--- src/rtl/mem_port_arb.sv ---
// Two-master arbiter onto the shared data-RAM write port and read port B, with byte/half/word lane steering.
// Build option: define MEM_ARB_ROUND_ROBIN_EN for a round-robin pointer; otherwise m0 has fixed priority.
module mem_port_arb #(
    parameter int AW = 11
) (
    input  logic            clock,
    input  logic            rst,

    input  logic            m0_req,
    input  logic            m0_we,
    input  logic [AW+1:0]   m0_addr,
    input  logic [1:0]      m0_size,
    input  logic [31:0]     m0_wdata,
    output logic            m0_gnt,
    output logic            m0_rvalid,
    output logic [31:0]     m0_rdata,
    output logic            m0_err,

    input  logic            m1_req,
    input  logic            m1_we,
    input  logic [AW+1:0]   m1_addr,
    input  logic [1:0]      m1_size,
    input  logic [31:0]     m1_wdata,
    output logic            m1_gnt,
    output logic            m1_rvalid,
    output logic [31:0]     m1_rdata,
    output logic            m1_err,

    output logic [AW-1:0]   ram_wraddress,
    output logic [AW-1:0]   ram_rdaddress,
    output logic [31:0]     ram_data,
    output logic [3:0]      ram_wren,
    input  logic [31:0]     ram_q
);

    localparam logic [1:0] SZ_BYTE = 2'b00;
    localparam logic [1:0] SZ_HALF = 2'b01;
    localparam logic [1:0] SZ_WORD = 2'b10;

    logic            req0;
    logic            req1;
    logic            gnt0;
    logic            gnt1;

    // Requests are ignored while reset is held so nothing is granted or written.
    assign req0 = m0_req & ~rst;
    assign req1 = m1_req & ~rst;

`ifdef MEM_ARB_ROUND_ROBIN_EN
    logic ptr_reg;
    logic ptr_next;

    // ptr_reg names the master that wins the next contended cycle (0 = m0).
    always_comb begin
        gnt0     = req0 & (~req1 | ~ptr_reg);
        gnt1     = req1 & (~req0 |  ptr_reg);
        ptr_next = ptr_reg;
        if (req0 && req1) begin
            ptr_next = ~ptr_reg;
        end
    end

    always_ff @(posedge clock) begin
        if (rst) begin
            ptr_reg <= 1'b0;
        end else begin
            ptr_reg <= ptr_next;
        end
    end
`else
    always_comb begin
        gnt0 = req0;
        gnt1 = req1 & ~req0;
    end
`endif

    assign m0_gnt = gnt0;
    assign m1_gnt = gnt1;

    logic            any_gnt;
    logic            sel_we;
    logic [AW+1:0]   sel_addr;
    logic [1:0]      sel_size;
    logic [31:0]     sel_wdata;
    logic [1:0]      offset;
    logic [AW-1:0]   word_addr;
    logic            misalign;
    logic            access_ok;
    logic            store_ok;
    logic            load_ok;

    assign any_gnt   = gnt0 | gnt1;
    assign sel_we    = gnt1 ? m1_we    : m0_we;
    assign sel_addr  = gnt1 ? m1_addr  : m0_addr;
    assign sel_size  = gnt1 ? m1_size  : m0_size;
    assign sel_wdata = gnt1 ? m1_wdata : m0_wdata;
    assign offset    = sel_addr[1:0];
    assign word_addr = sel_addr[AW+1:2];

    always_comb begin
        misalign = 1'b1;
        unique case (sel_size)
            SZ_BYTE: misalign = 1'b0;
            SZ_HALF: misalign = offset[0];
            SZ_WORD: misalign = (offset != 2'b00);
            default: misalign = 1'b1;
        endcase
    end

    assign access_ok = any_gnt & ~misalign;
    assign store_ok  = access_ok &  sel_we;
    assign load_ok   = access_ok & ~sel_we;

    logic [3:0]      lane_sel;
    logic [31:0]     wr_word;
    logic [7:0]      rd_lane [4];

    // Big-endian lanes: byte offset b lives in lane 3-b; odd lanes carry the high byte of a half.
    for (genvar gi = 0; gi < 4; gi++) begin : g_lane
        localparam logic [1:0] BYTE_OFF    = 2'(3 - gi);
        localparam logic       IN_LOW_HALF = (gi < 2);

        assign lane_sel[gi] = (sel_size == SZ_BYTE) ? (offset == BYTE_OFF) :
                              (sel_size == SZ_HALF) ? (offset[1] == IN_LOW_HALF) :
                              (sel_size == SZ_WORD);

        assign wr_word[8*gi +: 8] = (sel_size == SZ_BYTE) ? sel_wdata[7:0] :
                                    (sel_size == SZ_HALF) ? ((gi % 2 == 1) ? sel_wdata[15:8]
                                                                           : sel_wdata[7:0]) :
                                    sel_wdata[8*gi +: 8];

        assign rd_lane[gi] = ram_q[8*gi +: 8];
    end

    assign ram_wren      = store_ok ? lane_sel  : 4'b0000;
    assign ram_wraddress = store_ok ? word_addr : '0;
    assign ram_data      = store_ok ? wr_word   : 32'h0;

    logic [AW-1:0]   rdaddr_reg;
    logic [1:0]      rvalid_reg;
    logic [1:0]      rvalid_next;
    logic [1:0]      err_reg;
    logic [1:0]      err_next;
    logic [1:0]      rd_off_reg;
    logic [1:0]      rd_size_reg;

    assign ram_rdaddress = rst ? '0 : (load_ok ? word_addr : rdaddr_reg);

    always_comb begin
        rvalid_next = 2'b00;
        err_next    = 2'b00;
        rvalid_next[0] = load_ok & gnt0;
        rvalid_next[1] = load_ok & gnt1;
        err_next[0]    = gnt0 & misalign;
        err_next[1]    = gnt1 & misalign;
    end

    always_ff @(posedge clock) begin
        if (rst) begin
            rdaddr_reg  <= '0;
            rvalid_reg  <= 2'b00;
            err_reg     <= 2'b00;
            rd_off_reg  <= 2'b00;
            rd_size_reg <= 2'b00;
        end else begin
            rvalid_reg <= rvalid_next;
            err_reg    <= err_next;
            if (load_ok) begin
                rdaddr_reg  <= word_addr;
                rd_off_reg  <= offset;
                rd_size_reg <= sel_size;
            end
        end
    end

    logic [31:0]     rd_word;

    // The offset-to-lane map 3-b is simply the bitwise inverse of a 2-bit offset.
    always_comb begin
        rd_word = 32'h0;
        unique case (rd_size_reg)
            SZ_BYTE: rd_word = {24'h0, rd_lane[~rd_off_reg]};
            SZ_HALF: rd_word = rd_off_reg[1] ? {16'h0, ram_q[15:0]} : {16'h0, ram_q[31:16]};
            SZ_WORD: rd_word = ram_q;
            default: rd_word = 32'h0;
        endcase
    end

    assign m0_rvalid = rvalid_reg[0] & ~rst;
    assign m1_rvalid = rvalid_reg[1] & ~rst;
    assign m0_err    = err_reg[0] & ~rst;
    assign m1_err    = err_reg[1] & ~rst;
    assign m0_rdata  = m0_rvalid ? rd_word : 32'h0;
    assign m1_rdata  = m1_rvalid ? rd_word : 32'h0;

endmodule

--- config.mk ---
export PLATFORM = sky130hd
export DESIGN_NAME = mem_port_arb
export DESIGN_NICKNAME = d
export VERILOG_FILES = /design/src/rtl/mem_port_arb.sv
export SDC_FILE = /design/constraint.sdc
export NUM_CORES = 1
export LEC_CHECK = 0
export BUFFER_PORTS_ARGS = -buffer_cell sky130_fd_sc_hd__buf_2
export CAP_MARGIN = 20
export CORE_AREA = 2 2 101 103
export DETAILED_ROUTE_END_ITERATION = 8
export DIE_AREA = 0 0 103 105
export PLACE_DENSITY = 0.67
export SLEW_MARGIN = 5
export SYNTH_ARGS = -nofsm -noshare
export SYNTH_HDL_FRONTEND = slang
export SYNTH_SLANG_ARGS = --single-unit
--- constraint.sdc ---
create_clock -name clock -period 3 [get_ports clock]
set_input_delay 0.6 -clock clock [delete_from_list [all_inputs] [get_ports clock]]
set_output_delay 0.6 -clock clock [all_outputs]
set_load 0.05 [all_outputs]
==> results of run 1 <==
==> area by class of cell <==
type / instances / area, sq um
repair buffers: 299 / 1912
clock buffers: 3 / 41.29
inverters: 5 / 21.27
clock inverters: 1 / 5.005
flip-flops and latches: 19 / 380.4
well taps: 133 / 166.4
fillers: 949 / 4352
multi-input cells: 372 / 2759
diodes: 1 / 2.502
==> stage by stage <==
step | area, sq um | setup slack, ns | power [W] | setup TNS (ns)
finish | 5288 | 0.1446 | 0.001158 | 0
CTS | 5223 | -0.05248 | 0.001154 | -0.07347
detailed placement | 4977 | -0.1915 | 0.0009402 | -2.068
global route | 5285 | 0.09371 | 0.001221 | 0
floorplan | 3301 | -0.3574 | 0.0006927 | -3.523
global placement | 4977 | -0.1599 | 0.0009299 | -1.317
==> tightest hold or removal path, cell delays in order, from the launching register on <==
cell and delay [ns]:
dfxtp_1 0.31, nor3_1 0.05, a211oi_2 0.19
==> cells by family after synthesis <==
group / synth area share, %
AND/OR/NAND/NOR: 30.11
AO/OA/AOI/OAI: 27.74
multiplexers: 21.52
buffers and inverters: 7.751
flip-flops: 12.88
==> metal layers <==
metal | share of wire (%) | track usage [%] | up-vias
met2 | 53 | 49.77 | 263
met5 | 0 | 0 | -
met4 | 3.6 | 9.117 | 0
li1 | - | - | 2113
met3 | 9.0 | 4.950 | 39
met1 | 35 | 24.55 | 2084
==> worst min-delay path by stage <==
stage	end	from	depth (start not counted)	slack (ns)
floorplan	rd_size_reg[1]	rd_size_reg[1]	2	0.57
global placement	rdaddr_reg[10]	rdaddr_reg[10]	2	0.58
detailed placement	rdaddr_reg[0]	rdaddr_reg[0]	2	0.59
CTS	rdaddr_reg[10]	rdaddr_reg[10]	2	0.61
global route	rdaddr_reg[10]	rdaddr_reg[10]	2	0.67
finish	rdaddr_reg[1]	rdaddr_reg[1]	2	0.61
==> what timing repair did <==
item / 4_1_cts / 5_1_grt
endpoints found under the setup margin: 44 / 44
resized for setup: 54 / 20
gates cloned: 2 / 0
endpoints found under the hold margin: 0 / 0
pin swaps: 2 / 1
==> cells in the mapped netlist (5+ instances only) <==
cell type,instances,area share [%]
a211oi_1,29,7.4
a21o_1,10,2.5
a21oi_1,41,6.9
a222oi_1,5,1.7
a22oi_1,8,2.0
a311oi_1,8,2.4
and3_1,33,7.0
buf_1,5,0.64
buf_2,12,2.0
clkbuf_1,18,2.3
dfxtp_1,19,13
mux2_2,18,6.9
mux2i_1,41,14
nand2_1,82,10
nor2_1,44,5.6
nor2b_1,13,2.8
nor3_1,14,2.4
==> power by group <==
| group | internal [W] | leakage (nW) | total [W] | switching, W |
|---|---|---|---|---|
| clock | 0.0000924 | 0.0255 | 0.000183 | 0.0000906 |
| sequential | 0.000264 | 0.155 | 0.000273 | 0.00000833 |
| combinational | 0.000276 | 2.60 | 0.000702 | 0.000426 |
| total | 0.000633 | 2.78 | 0.00116 | 0.000525 |
==> impl_metrics.json, run 1 <==
{
  "outcome": "completed",
  "stdcell_count": 833,
  "cp-endpoint": "ram_data[13]",
  "ff2ff_path_depth": 2,
  "min_period_over_period_pct": 95.18,
  "fp.dieArea_sq_um": 10820,
  "htree_levels": 1,
  "slew_headroom_pct": 53.28,
  "dp.cells": 826,
  "path_depth": 9,
  "required_ns": 2.40,
  "worstSetupPathType": "in -> out",
  "antenna_found_initial": 0,
  "final_common_cell": "buf_2",
  "core_area_sq_um": 9639,
  "gr-total-overflow": 0,
  "clock-sinks": 19,
  "finalSetupViolCount": 0,
  "drc": 0,
  "crit_start": "rst",
  "cp-end-kind": "primary output",
  "grt_max_degree": 28,
  "synth_area_sq_um": 2954,
  "place.gp.congestion": 0.9222,
  "synthDistinctLibCells": 37,
  "worst_pin_slew_ns": 0.7001,
  "path_delay_family": "buffers and inverters",
  "cap_violations": 0,
  "drt_iter0_drc": 169,
  "ys.flop_type": "dfxtp_1",
  "finalCriticalPeriod_ns": 2.855,
  "cts_buffers": 3,
  "die_x_microns": 103,
  "port_buffers": 259,
  "post_cts_buffers": 0,
  "synth_warnings": 0,
  "first_pass_iters": 5,
  "powerDensity_nw_per_um2": 218.9,
  "nets": 832,
  "hold_violations": 0,
  "rrSetupSlack_ns": 1.94,
  "ir_worst_vdd_uv": 129.7,
  "fp.dieH_microns": 105,
  "clock_tree.buffer_depth": 2,
  "fin_hold_ws_ns": 0.6093,
  "fin_worst_skew_ns": 0,
  "largest_reg_flops": 11,
  "final_core_util_pct": 54.85,
  "reg2reg_from": "rd_off_reg[1]",
  "drive_above_1_share_pct": 54.65,
  "ys_ff_latch": 19,
  "grt_first_pass_wirelength_microns": 21620,
  "wirelength_microns": 14570,
  "drv_slew": 0,
  "slowest_delay_ns": 0.43,
  "viasPerCell": 5.401,
  "hpwl_microns": 11650,
  "start_util_pct": 30.65,
  "ios": 260,
  "clk-insertion-delay-late_ns": 0.25,
  "grt_pass1_vias": 4306,
  "crit_top_cell": "buf_2",
  "p_leak_nw": 2.779,
  "holdBufCountCts": 0,
  "cts_tree": "done",
  "fp-row-count": 36,
  "avgRoutedWirePerCell_microns": 17.48,
  "cp_max_fo": 19,
  "path_cells": "buf_2 > or3b_4 > buf_6 > inv_4 > buf_12 > mux2_2 > nand2_1 > a21oi_2 > buf_2",
  "postSynthCellCount": 437,
  "min_path_type": "reg -> reg",
  "synth-edff-count": 0,
  "clk_pin_slew_ns": 0.08,
  "async_reset_ff_share_pct": 0,
  "synth.net_count": 569,
  "layout_common_cells": "buf_2, nand2_1, buf_4",
  "num_vias": 4499,
  "r2r-end": "rd_off_reg[1]",
  "synthToLayoutAreaGrowth_pct": 78.99,
  "worstPathArrival_ns": 2.26,
  "cp-start-kind": "input pin",
  "yosysSeqAreaShare_pct": 12.88,
  "slowest_stage": "or3b_4",
  "cts_root_buf": "clkbuf_8",
  "antenna_left": 0,
  "fmax_ghz": 0.3502,
  "crit_buf_inv": 5,
  "synth.avg_cell_area_sq_um": 6.760,
  "rsz0062_at_grt": "false",
  "grtUsageTotal_pct": 25.07
}
Power figures use the tool's default switching activity.
==> inputs of run 2 (changes only) <==
- ABC_AREA: default -> 1
- CORE_AREA: 2 2 101 103 -> 2 2 100 102
- DIE_AREA: 0 0 103 105 -> 0 0 102 104
- PLACE_DENSITY: 0.67 -> 0.68
==> run 2 against run 1 <==
Worst hold slack lost 0.12 ns. Sequential power hardly changed. Clock power shrank 3%. Clock skew unchanged. Sequential share of layout area grew 0.59 points. Critical path depth rose by 4. Via count is 4.0% lower. Utilization down 3.6 points. Wire length decreased by 15%. Largest power group unchanged. Highest routed layer unchanged.
==> impl_metrics.json, run 2 <==
{
  "largest_reg_flops": 11,
  "cp-end-kind": "primary output",
  "fin_setup_tns_ns": 0,
  "ff2ff_path_depth": 2,
  "rsz0062_at_grt": "false",
  "num_vias": 4319,
  "holdBufCountCts": 0,
  "clock-sinks": 19,
  "clock_tree.buffer_depth": 2,
  "synthToLayoutAreaGrowth_pct": 68.81,
  "core_area_sq_um": 9549,
  "antenna_left": 0,
  "rrSetupSlack_ns": 1.79,
  "slew_headroom_pct": 38.76,
  "grt_max_degree": 35,
  "start_util_pct": 30.33,
  "antenna_found_initial": 0,
  "postSynthCellCount": 554,
  "powerDensity_nw_per_um2": 232.8,
  "p_leak_nw": 2.890,
  "drive_above_1_share_pct": 45.85,
  "synth_area_leader_cell": "nand2_1",
  "fin_worst_skew_ns": 0,
  "drv_slew": 0,
  "diodes": 0,
  "ios": 260,
  "slowest_delay_ns": 0.24,
  "fin_area_sq_um": 4890,
  "die_x_microns": 102,
  "cts_buffers": 3,
  "wirelength_microns": 12410,
  "worstSetupPathType": "in -> out",
  "synth-edff-count": 0,
  "drt_iter0_drc": 151,
  "ir_worst_vdd_uv": 89.54,
  "min_period_over_period_pct": 95.06,
  "ys_top_cells_by_area": "nand2_1, dfxtp_1, nor2_1",
  "required_ns": 2.40,
  "fp-row-count": 36,
  "synth_most_common_cell": "nand2_1",
  "fp.dieH_microns": 104,
  "avgRoutedWirePerCell_microns": 13.02,
  "grt_pass1_vias": 4080,
  "worstPathArrival_ns": 2.25,
  "finalSetupViolCount": 0,
  "final_common_cell": "buf_2",
  "yosysTopAreaCellShare_pct": 16.07,
  "drc": 0,
  "slowest_stage": "buf_12",
  "synth_commonest_cells": "nand2_1, nor2_1, inv_1",
  "synth.net_count": 686,
  "port_buffers": 259,
  "htree_levels": 1,
  "grt_first_pass_wirelength_microns": 18900,
  "synth_warnings": 0,
  "yosysSeqAreaShare_pct": 13.13,
  "gr-total-overflow": 0,
  "hold_violations": 0,
  "ys.flop_type": "dfxtp_1",
  "clk-insertion-delay-late_ns": 0.25,
  "min_path_type": "reg -> reg",
  "async_reset_ff_share_pct": 0,
  "clk_pin_slew_ns": 0.07,
  "cp-start-kind": "input pin",
  "grtUsageTotal_pct": 22.16,
  "fmax_ghz": 0.3507,
  "cp_max_fo": 19,
  "first_pass_iters": 5,
  "outcome": "completed",
  "nets": 953,
  "place.gp.congestion": 0.8821,
  "worst_pin_slew_ns": 0.9176,
  "cap_violations": 0,
  "crit_top_cell": "nand2_2",
  "viasPerCell": 4.532,
  "holdPathStages": 2,
  "hpwl_microns": 10440,
  "place_area_sq_um": 4698,
  "synth_area_sq_um": 2897,
  "synth.avg_cell_area_sq_um": 5.228,
  "synthDistinctLibCells": 26,
  "path_cells": "buf_2 > inv_1 > nand3_4 > inv_2 > nand2_1 > nand2_2 > nand2_2 > nand2_4 > nor2_8 > nand2_2 > buf_12 > nor3_2 > buf_4",
  "fp.dieArea_sq_um": 10610,
  "finalCriticalPeriod_ns": 2.852,
  "ys_ff_latch": 19,
  "cts_root_buf": "clkbuf_8",
  "layout_common_cells": "buf_2, nand2_1, inv_1",
  "cts_tree": "done"
}
-- run 2: cell type report --
class,instances,area (sq um)
Tap cell,133,166.4
Timing Repair Buffer,293,1725
Multi-Input combinational cell,412,2226
Clock buffer,3,41.29
Fill cell,1028,4659
Clock inverter,1,5.005
Sequential cell,19,380.4
Inverter,92,345.3
-- run 2: final timing paths --
path,start,endpoint
max reg2reg,rd_off_reg[1],rd_off_reg[1]
min,rdaddr_reg[1],rdaddr_reg[1]
min reg2reg,rdaddr_reg[1],rdaddr_reg[1]
max,m0_req,ram_wren[1]
-- run 2: repair_timing --
action | in CTS | in global routing
setup endpoints to repair | 0 | 58
setup buffers | 0 | 1
resized for setup | 0 | 78
-- run 2: worst max-delay path, delay by kind of cell --
family,cells,cell delay [ns]
buffers and inverters,5,0.82
and+or+nand+nor,8,0.82
-- run 2: metrics by stage --
| stage | setup slack [ns] | power [W] | util (%) | cells | hold slack [ns] |
|---|---|---|---|---|---|
| 2_1_floorplan | -0.07765 | 0.0007157 | - | 554 | 0.5148 |
| 3_3_place_gp | 0.04595 | 0.0009488 | 49.20 | 948 | 0.4681 |
| 3_5_place_dp | 0.01137 | 0.0009500 | 49.20 | 948 | 0.4744 |
| 4_1_cts | 0.01026 | 0.001130 | 49.69 | 952 | 0.4938 |
| 5_1_grt | 0.01338 | 0.001215 | 51.21 | 953 | 0.5268 |
| 6_report | 0.1483 | 0.001138 | 51.21 | 953 | 0.4909 |
-- run 2: routing by layer --
layer | track usage [%] | routed length [microns] | vias to the layer above
li1 | - | - | 2263
met1 | 21.15 | 4401 | 1844
met2 | 45.68 | 6763 | 190
met3 | 3.091 | 912 | 22
met4 | 8.000 | 329 | 0
met5 | 0 | 0 | -
-- run 2: cell families (layout without fill, tap and decap cells) --
family / Yosys count / after routing / share of synthesized area [%]
buffers and inverters: 123 / 389 / 17.67
muxes: 7 / 7 / 2.419
and+or+nand+nor: 325 / 325 / 49.46
AOI/OAI and AO/OA: 80 / 80 / 17.32
DFF: 19 / 19 / 13.13
-- run 2: where the power goes --
part / total (W) / switching (W) / internal [W]
Clock: 0.000178 / 0.0000857 / 0.0000923
Sequential: 0.000276 / 0.0000100 / 0.000266
Combinational: 0.000685 / 0.000444 / 0.000241
